`src/rtl/conv_addr_gen.sv`:
```
// rtl/conv_addr_gen.sv - convolution window pixel address generator
//
// Accepts a window anchor (top row, left column) and emits the K*K pixel
// read addresses of the KERNEL_SIZE x KERNEL_SIZE window in raster order
// (column fastest), one per accepted beat, with valid/ready flow control.
//
// Optional feature macro: CONV_ADDR_PAD_EN
//   defined   - positions outside the IMG_HEIGHT x IMG_WIDTH image emit a
//               beat with addr_pad=1 and addr=0
//   undefined - addr_pad is always 0 and addr wraps modulo 2^ADDR_WIDTH
//
// Ports:
//   clk            in   clock, rising edge
//   rst            in   synchronous active-high reset
//   enable         in   work enable; low returns the block to idle
//   anchor_valid   in   anchor_height/anchor_width valid
//   anchor_height  in   window top row (32 bit)
//   anchor_width   in   window left column (32 bit)
//   pause          out  upstream hold; low means an anchor is taken this cycle
//   addr           out  pixel read address (ADDR_WIDTH bits)
//   addr_valid     out  addr valid
//   addr_ready     in   consumer accepts addr
//   addr_pad       out  current position lies outside the image
//   window_last    out  addr is the final position of the window
module conv_addr_gen #(
  parameter int IMG_WIDTH   = 32,
  parameter int IMG_HEIGHT  = 32,
  parameter int KERNEL_SIZE = 3,
  parameter int ADDR_WIDTH  = 16,
  parameter int BASE_ADDR   = 0
) (
  input  logic                  clk,
  input  logic                  rst,
  input  logic                  enable,
  input  logic                  anchor_valid,
  input  logic [31:0]           anchor_height,
  input  logic [31:0]           anchor_width,
  output logic                  pause,
  output logic [ADDR_WIDTH-1:0] addr,
  output logic                  addr_valid,
  input  logic                  addr_ready,
  output logic                  addr_pad,
  output logic                  window_last
);

  localparam int KW = (KERNEL_SIZE > 1) ? $clog2(KERNEL_SIZE) : 1;
  localparam logic [KW-1:0] K_LAST = KW'(KERNEL_SIZE - 1);

  // Reject nonsensical geometry at elaboration time.
  if (KERNEL_SIZE < 1 || IMG_WIDTH < 1 || IMG_HEIGHT < 1) begin : g_bad_cfg
    $error("conv_addr_gen: KERNEL_SIZE, IMG_WIDTH and IMG_HEIGHT must be >= 1");
  end

  typedef enum logic {IDLE, GEN} state_t;

  state_t        state;
  logic [31:0]   anch_h;
  logic [31:0]   anch_w;
  logic [KW-1:0] kh;
  logic [KW-1:0] kw;
  logic [KW-1:0] next_kh;
  logic [KW-1:0] next_kw;

  // Returns {pad, addr} for one window position.
  function automatic logic [ADDR_WIDTH:0] pos_out(input logic [31:0] ah,
                                                  input logic [31:0] aw,
                                                  input logic [KW-1:0] ph,
                                                  input logic [KW-1:0] pw);
    logic [31:0] row;
    logic [31:0] col;
    row = ah + 32'(ph);
    col = aw + 32'(pw);
`ifdef CONV_ADDR_PAD_EN
    if (row >= 32'(IMG_HEIGHT) || col >= 32'(IMG_WIDTH)) begin
      return {1'b1, {ADDR_WIDTH{1'b0}}};
    end
`endif
    return {1'b0, ADDR_WIDTH'(32'(BASE_ADDR) + row * 32'(IMG_WIDTH) + col)};
  endfunction

  // Raster step: column fastest, row wraps when the column reaches K-1.
  always_comb begin
    next_kh = kh;
    next_kw = kw + KW'(1);
    if (kw == K_LAST) begin
      next_kw = '0;
      next_kh = kh + KW'(1);
    end
  end

  always_ff @(posedge clk) begin
    if (rst || !enable) begin
      state       <= IDLE;
      anch_h      <= '0;
      anch_w      <= '0;
      kh          <= '0;
      kw          <= '0;
      pause       <= 1'b0;
      addr        <= '0;
      addr_valid  <= 1'b0;
      addr_pad    <= 1'b0;
      window_last <= 1'b0;
    end else begin
      case (state)
        IDLE: begin
          if (anchor_valid) begin
            anch_h                <= anchor_height;
            anch_w                <= anchor_width;
            kh                    <= '0;
            kw                    <= '0;
            state                 <= GEN;
            pause                 <= 1'b1;
            addr_valid            <= 1'b1;
            {addr_pad, addr}      <= pos_out(anchor_height, anchor_width, '0, '0);
            window_last           <= (KERNEL_SIZE == 1);
          end
        end
        GEN: begin
          // addr_valid is always high in GEN, so ready alone means a handshake.
          if (addr_ready) begin
            if (window_last) begin
              state       <= IDLE;
              kh          <= '0;
              kw          <= '0;
              pause       <= 1'b0;
              addr        <= '0;
              addr_valid  <= 1'b0;
              addr_pad    <= 1'b0;
              window_last <= 1'b0;
            end else begin
              kh               <= next_kh;
              kw               <= next_kw;
              {addr_pad, addr} <= pos_out(anch_h, anch_w, next_kh, next_kw);
              window_last      <= (next_kh == K_LAST) && (next_kw == K_LAST);
            end
          end
        end
        default: state <= IDLE;
      endcase
    end
  end

endmodule

```
`config.mk`:
```
export PLATFORM = sky130hd
export DESIGN_NAME = conv_addr_gen
export DESIGN_NICKNAME = d
export VERILOG_FILES = /design/src/rtl/conv_addr_gen.sv
export SDC_FILE = /design/constraint.sdc
export NUM_CORES = 1
export LEC_CHECK = 0
export CAP_MARGIN = 40
export CORE_MARGIN = 2
export CORE_UTILIZATION = 48
export CTS_CLUSTER_DIAMETER = 100
export DETAILED_ROUTE_END_ITERATION = 8
export PLACE_DENSITY = 0.8
export SLEW_MARGIN = 40
export SYNTH_ARGS = -nofsm -noshare
export SYNTH_HDL_FRONTEND = slang
export SYNTH_SLANG_ARGS = --single-unit
```
`constraint.sdc`:
```
create_clock -name clk -period 5.02 [get_ports clk]
set_input_delay 1.004 -clock clk [delete_from_list [all_inputs] [get_ports clk]]
set_output_delay 1.004 -clock clk [all_outputs]
set_load 0.01 [all_outputs]
```
==> results.cfg, run 1 <==
[finish]
diodes = 0
area_delta_synth_final_pct = 21.3
num-nets-final = 543
stdcell_area_um2 = 3800
fin_cells = 523
layout-drive-gt1-share = 0.0448

[worst_setup_path]
critPathMaxFanout = 9
endpoint_kind = register
critPathKind = register to register
cp.required_ns = 5.26
r2r-start = kw[1]
rrSetupSlack_ns = 0.72
cp.arrival_ns = 4.55
critPathMaxStageDelay_ns = 0.47
worstReg2RegEnd = addr[15]
rr_worst_depth = 17
worstSetupStartpointType = register
crit_slowest_cell = fa_1
crit_chain = nor2b_1 > nand2_1 > xnor2_1 > inv_1 > fa_1 > nor3b_1 > buf_4 > nand3_1 > xnor2_1 > ha_1 > a21oi_1 > a21oi_1 > o31a_1 > a311oi_1 > xnor2_1 > nand3_1 > a21oi_1

[synth]
yosys.cell_types.count = 45
synthArstFlopShare = 0
avgSynthCellArea_um2 = 7.77
synth_area_leader_cell = dfxtp_1
synth_seq_area_share = 0.319
syn_inst = 403
synth_seq_cells = 50
yosys-top-cells-area = dfxtp_1 32%, ha_1 10%, nand2_1 9.7%
yosys_warnings = 0
synth_edf_count = 0
ys.flop_type = dfxtp_1
yosysMostFrequentCell = nand2_1
syn_nets = 501
synthTopCellsByCount = 81 x nand2_1, 56 x a21oi_1, 50 x dfxtp_1
synthDominantCellAreaShare = 0.319
synth_area_um2 = 3130

[placed_design]
gp_congestion = 0.961
dp_cells = 515
numPortBuffers = 50
dpl_cell_area_um2 = 3690
dpl_worst_slack_ns = 0.805
dpl.hpwl_um = 5660

[floorplan]
chipWidth_um = 84.8
ios = 89
design.core.area_um2 = 6310
fp.dieH_um = 84.8
start_util = 0.496
rows = 29
die-area_um2 = 7190

[clocking]
htree_num_levels = 2
ctsResizeCount = 0
clk_pin_slew_ns = 0.09
cts_buffers = 5
cts-root-buf = clkbuf_8
postCtsSetupRepairBufs = 0
clk_latency_ns = 0.31
cts_tree = done
cts_max_path_buffers = 2
cts.sinks = 50
cts_hold_buf = 0

[drt]
wl_met1_um = 3620
wl_met2_um = 3630
dr.pass1.iters = 4
maxUsedRoutingLayer = met4
wl_um = 7730
wl_met3_um = 411
drc = 0
wl_per_cell_um = 14.8
via_per_inst = 5.61
drt_iter0_markers = 177
ant_nets = 0
vias = 2934

[global_routing]
grt_pass1_wl_um = 12600
grt_pass1_vias = 2673
grt_antenna_before_repair = 0
grt_max_degree = 38
grt_usage = 0.215
overflow = 0

[timing]
setup_violations = 0
hold_slack_ns = 0.470
worst_clock_skew_ns = 0.0130
report.final.hold_viol_count = 0
max_slew_margin = 0.523
slew_violations = 0
fin_ws_ns = 0.716
worst_pin_slew_ns = 0.715
fin_crit_sh = 0.857
fin_setup_tns_ns = 0
fmax_ghz = 0.232
rsz0062_at_grt = no
min_period_ns = 4.30

[hold_path]
worstHoldEndpoint = anch_w[13]
hold_path_class = register to register
min_path_cells = 2
min_from = anch_w[13]

[pwr]
ir_drop_uv = 141
p_per_area_nw_per_um2 = 237
p_leak_nw = 1.55

[run]
drv_cap = 0

[status]
status = complete, no violations
placed cells by master (no fill, tap or decap), drive strengths merged, types with 4 or more instances in the layout:
master and instances:
o21ai 34, nand3 13, nand2 81, a21o 7
inv 8, clkbuf 5, nor2b 8, buf 6
ha 26, clkdlybuf4s50 50, xor2 12, nand2b 4
a21oi 56, xnor2 18, dfxtp 50, nor2 18
cell families (layout without fill, tap and decap cells):
group,after synthesis,count (layout),share of synthesized area
flip-flops,50,50,0.319
buffers and inverters,29,72,0.0371
XOR/XNOR,30,30,0.0839
AND/OR/NAND/NOR,136,136,0.189
other,1,1,0.00120
adder cells (fa/ha/maj),29,29,0.123
AO/OA/AOI/OAI,128,128,0.246
critical path: cells and delay by family, from the launching register on:
| kind | cells | cell delay (ns) |
|---|---|---|
| AO/OA/AOI/OAI | 5 | 1.21 |
| buffers and inverters | 2 | 0.27 |
| XOR/XNOR | 3 | 0.67 |
| adder cells (fa/ha/maj) | 2 | 0.86 |
| flip-flops | 1 | 0.38 |
| AND/OR/NAND/NOR | 5 | 0.85 |
power breakdown:
group          switching [W]  internal, W  leakage (nW)
sequential         0.0000114     0.000411         0.407
clock               0.000140     0.000147        0.0579
combinational       0.000102    0.0000882          1.09
layer usage:
| layer | vias up | track usage |
|---|---|---|
| li1 | 1491 | - |
| met1 | 1350 | 0.298 |
| met2 | 86 | 0.366 |
| met3 | 7 | 0.0197 |
| met4 | 0 | 0.0433 |
| met5 | - | 0 |
layout make-up:
cell class | count | area [µm²]
clock buffers | 5 | 68.8
fillers | 601 | 2510
clock inverters | 3 | 40.0
inverters | 8 | 30.0
repair buffers | 56 | 546
multi-input cells | 324 | 2020
well taps | 77 | 96.3
flip-flops and latches | 50 | 1000
worst max path at each step:
stage / from / endpoint / slack (ns) / depth (start not counted)
after floorplan: kw[1] / addr[15] / 1.37 / 17
after global placement: kw[1] / addr[15] / 0.97 / 17
after detailed placement: kw[1] / addr[15] / 0.80 / 17
after CTS: kw[1] / addr[15] / 0.76 / 17
after global routing: kw[1] / addr[15] / 0.32 / 17
final: kw[1] / addr[15] / 0.72 / 17
through the flow:
stage               utilization  total power, W
floorplan                     -        0.000544
global placement          0.585        0.000616
detailed placement        0.585        0.000619
CTS                       0.602        0.000906
global route              0.602        0.000943
finish                    0.602        0.000901
flip-flops by register name, indices dropped and copies added (netlist names):
signal / flops
anch_w: 16
window_last: 1
state: 1
kh: 2
kw: 2
anch_h: 11
addr: 16
addr_valid: 1
Power figures use the tool's default switching activity.
==> run 2, diff against run 1 <==
Settings changed: CTS_CLUSTER_DIAMETER 100 to unset.
==> results of run 2 <==
Same layout as run 1: the final DEF is identical, and so are final timing and power.
==> run 3, diff against run 2 <==
Settings changed: ABC_AREA set to 1, CORE_UTILIZATION 48 to 50, HOLD_SLACK_MARGIN set to 0.03, PLACE_DENSITY 0.8 to 0.81.
==> run 3 against run 2 <==
Against the previous run: setup slack improved by 0.88 ns; largest power group unchanged; maximum frequency grew 26%; final area up 9.5%; critical path depth is 7 higher; via count increased by 22%; critical path type unchanged; routed wire length rose by 16%; global-route usage up 2.8 points; count of clock-buffer cells in the layout increased by 2; combinational power rose by 12%; first-iteration DRC count rose by 24%.
==> results.cfg, run 3 <==
[status]
status = complete, no violations

[floorplan]
ios = 89
fp.dieH_um = 87.8
start_util = 0.517
chipWidth_um = 87.8
die-area_um2 = 7710
design.core.area_um2 = 6790
rows = 30

[drt]
dr.pass1.iters = 5
vias = 3570
ant_nets = 0
via_per_inst = 5.20
drc = 0
wl_um = 8940
wl_per_cell_um = 13.0
drt_iter0_markers = 219

[synth]
synthDominantCellAreaShare = 0.285
muxShareOfSynthArea = 0
yosys-top-cells-area = dfxtp_1 28%, nand2_1 13%, ha_1 9.3%
synth-xor-area-share = 0.0274
synth_area_leader_cell = dfxtp_1
yosysMostFrequentCell = nand2_1
synth_area_um2 = 3510
synth_edf_count = 0
synth_seq_area_share = 0.285
syn_inst = 546
synthArstFlopShare = 0
synthTopCellsByCount = 126 x nand2_1, 81 x nor2_1, 66 x inv_1
synthAdderAreaFrac = 0.110
yosys.cell_types.count = 30
synth_top_family_by_area = simple AND/OR/NAND/NOR gates
yosys_warnings = 0
syn_nets = 644
synth_seq_cells = 50
ys.flop_type = dfxtp_1
avgSynthCellArea_um2 = 6.43
synth-compound-area-share = 0.148
synthSimpleGateAreaFrac = 0.327

[clocking]
ctsResizeCount = 0
cts_hold_buf = 0
cts_max_path_buffers = 2
htree_num_levels = 2
clk_pin_slew_ns = 0.09
cts.sinks = 50
cts_tree = done
clk_latency_ns = 0.32
cts-root-buf = clkbuf_8
postCtsSetupRepairBufs = 0
cts_buffers = 5

[global_routing]
overflow = 0
grt_antenna_before_repair = 0
grt_pass1_vias = 3162
grt_pass1_wl_um = 14700
grt_usage = 0.243
grt_max_degree = 45

[worst_setup_path]
endpoint_kind = register
critPathKind = register to register
cp.required_ns = 5.23
cp.arrival_ns = 3.63
worstSetupStartpointType = register
critPathMaxFanout = 5

[timing]
rsz0062_at_grt = no
slew_violations = 0
fin_crit_sh = 0.682
max_slew_margin = 0.466
worst_pin_slew_ns = 0.800
hold_slack_ns = 0.484
setup_violations = 0
worst_clock_skew_ns = 0.0171
report.final.hold_viol_count = 0
min_period_ns = 3.43
fmax_ghz = 0.292
fin_setup_tns_ns = 0

[finish]
diodes = 0
layout-drive-gt1-share = 0.0390
top_regs = addr (16), anch_w (16), anch_h (11)
post-route-util = 0.612
fin_cells = 686
seq_area_um2 = 1000
nFillCells = 637
mostFrequentLayoutCells = 126 x nand2_1, 80 x nor2_1, 66 x inv_1
stdcell_area_um2 = 4160
area_delta_synth_final_pct = 18.4
final_common_cell = nand2_1
num-nets-final = 687
multi_input_area_um2 = 2160

[hold_path]
hold_path_class = register to register

[run]
drv_cap = 0

[placed_design]
numPortBuffers = 50
gp_congestion = 0.895
dpl_cell_area_um2 = 4050
dpl.hpwl_um = 6860
dp_cells = 678

[pwr]
p_per_area_nw_per_um2 = 218
p_leak_nw = 2.01
ir_drop_uv = 161
[run 3: through the flow]
step	setup WS, ns	power, W
finish	1.59	0.000908
global route	1.20	0.000956
CTS	1.59	0.000908
detailed placement	1.60	0.000646
global placement	1.69	0.000641
floorplan	2.14	0.000572
[run 3: power by group]
| part | internal [W] | total, W | switching, W |
|---|---|---|---|
| clock network | 0.000127 | 0.000268 | 0.000141 |
| logic | 0.0000899 | 0.000213 | 0.000123 |
| registers | 0.000414 | 0.000428 | 0.0000134 |
| total | 0.000631 | 0.000908 | 0.000278 |
[run 3: metal layers]
metal	up-vias	wire [µm]	share of wire	GRT usage
met3	16	498	0.056	0.0490
met1	1611	4180	0.47	0.329
li1	1847	-	-	-
met4	0	149	0.017	0.0685
met2	96	4110	0.46	0.393
met5	-	0	0	0
[run 3: critical path, cell delays in order, from the launching register on]
cell	delay [ns]
dfxtp_1	0.37
inv_1	0.06
nor2_1	0.11
nand2_1	0.10
xor2_1	0.25
inv_1	0.14
ha_1	0.29
nand2_1	0.05
inv_1	0.04
o21ai_0	0.12
nor2_1	0.24
nand3_1	0.13
xnor2_1	0.16
ha_1	0.35
nand2_1	0.09
nor2_1	0.14
inv_1	0.06
nor2_1	0.09
nand2_1	0.08
nand3_1	0.07
nand2_1	0.05
nand3_1	0.14
nand3_1	0.09
nand2_1	0.07
inv_1	0.04
[run 3: layout make-up]
class | count | area share
multi-input cells | 412 | 0.519
flip-flops and latches | 50 | 0.241
clock inverters | 1 | 0.00211
inverters | 69 | 0.0641
well taps | 96 | 0.0289
clock buffers | 7 | 0.0232
repair buffers | 51 | 0.122
[run 3: path summary, 6_finish.rpt]
| kind | start | endpoint | slack [ns] | cells after the start |
|---|---|---|---|---|
| max | kw[1] | addr[14] | 1.59 | 24 |
| min reg2reg | kh[0] | kh[0] | 0.48 | 2 |
| min | kh[0] | kh[0] | 0.48 | 2 |
| max reg2reg | kw[1] | addr[14] | 1.59 | 24 |
[run 3: kinds of logic after synthesis]
kind of cell,Yosys count
AND/OR/NAND/NOR,269
AO/OA/AOI/OAI,102
buffers and inverters,84
flip-flops,50
adder cells (fa/ha/maj),29
XOR/XNOR,11
other,1
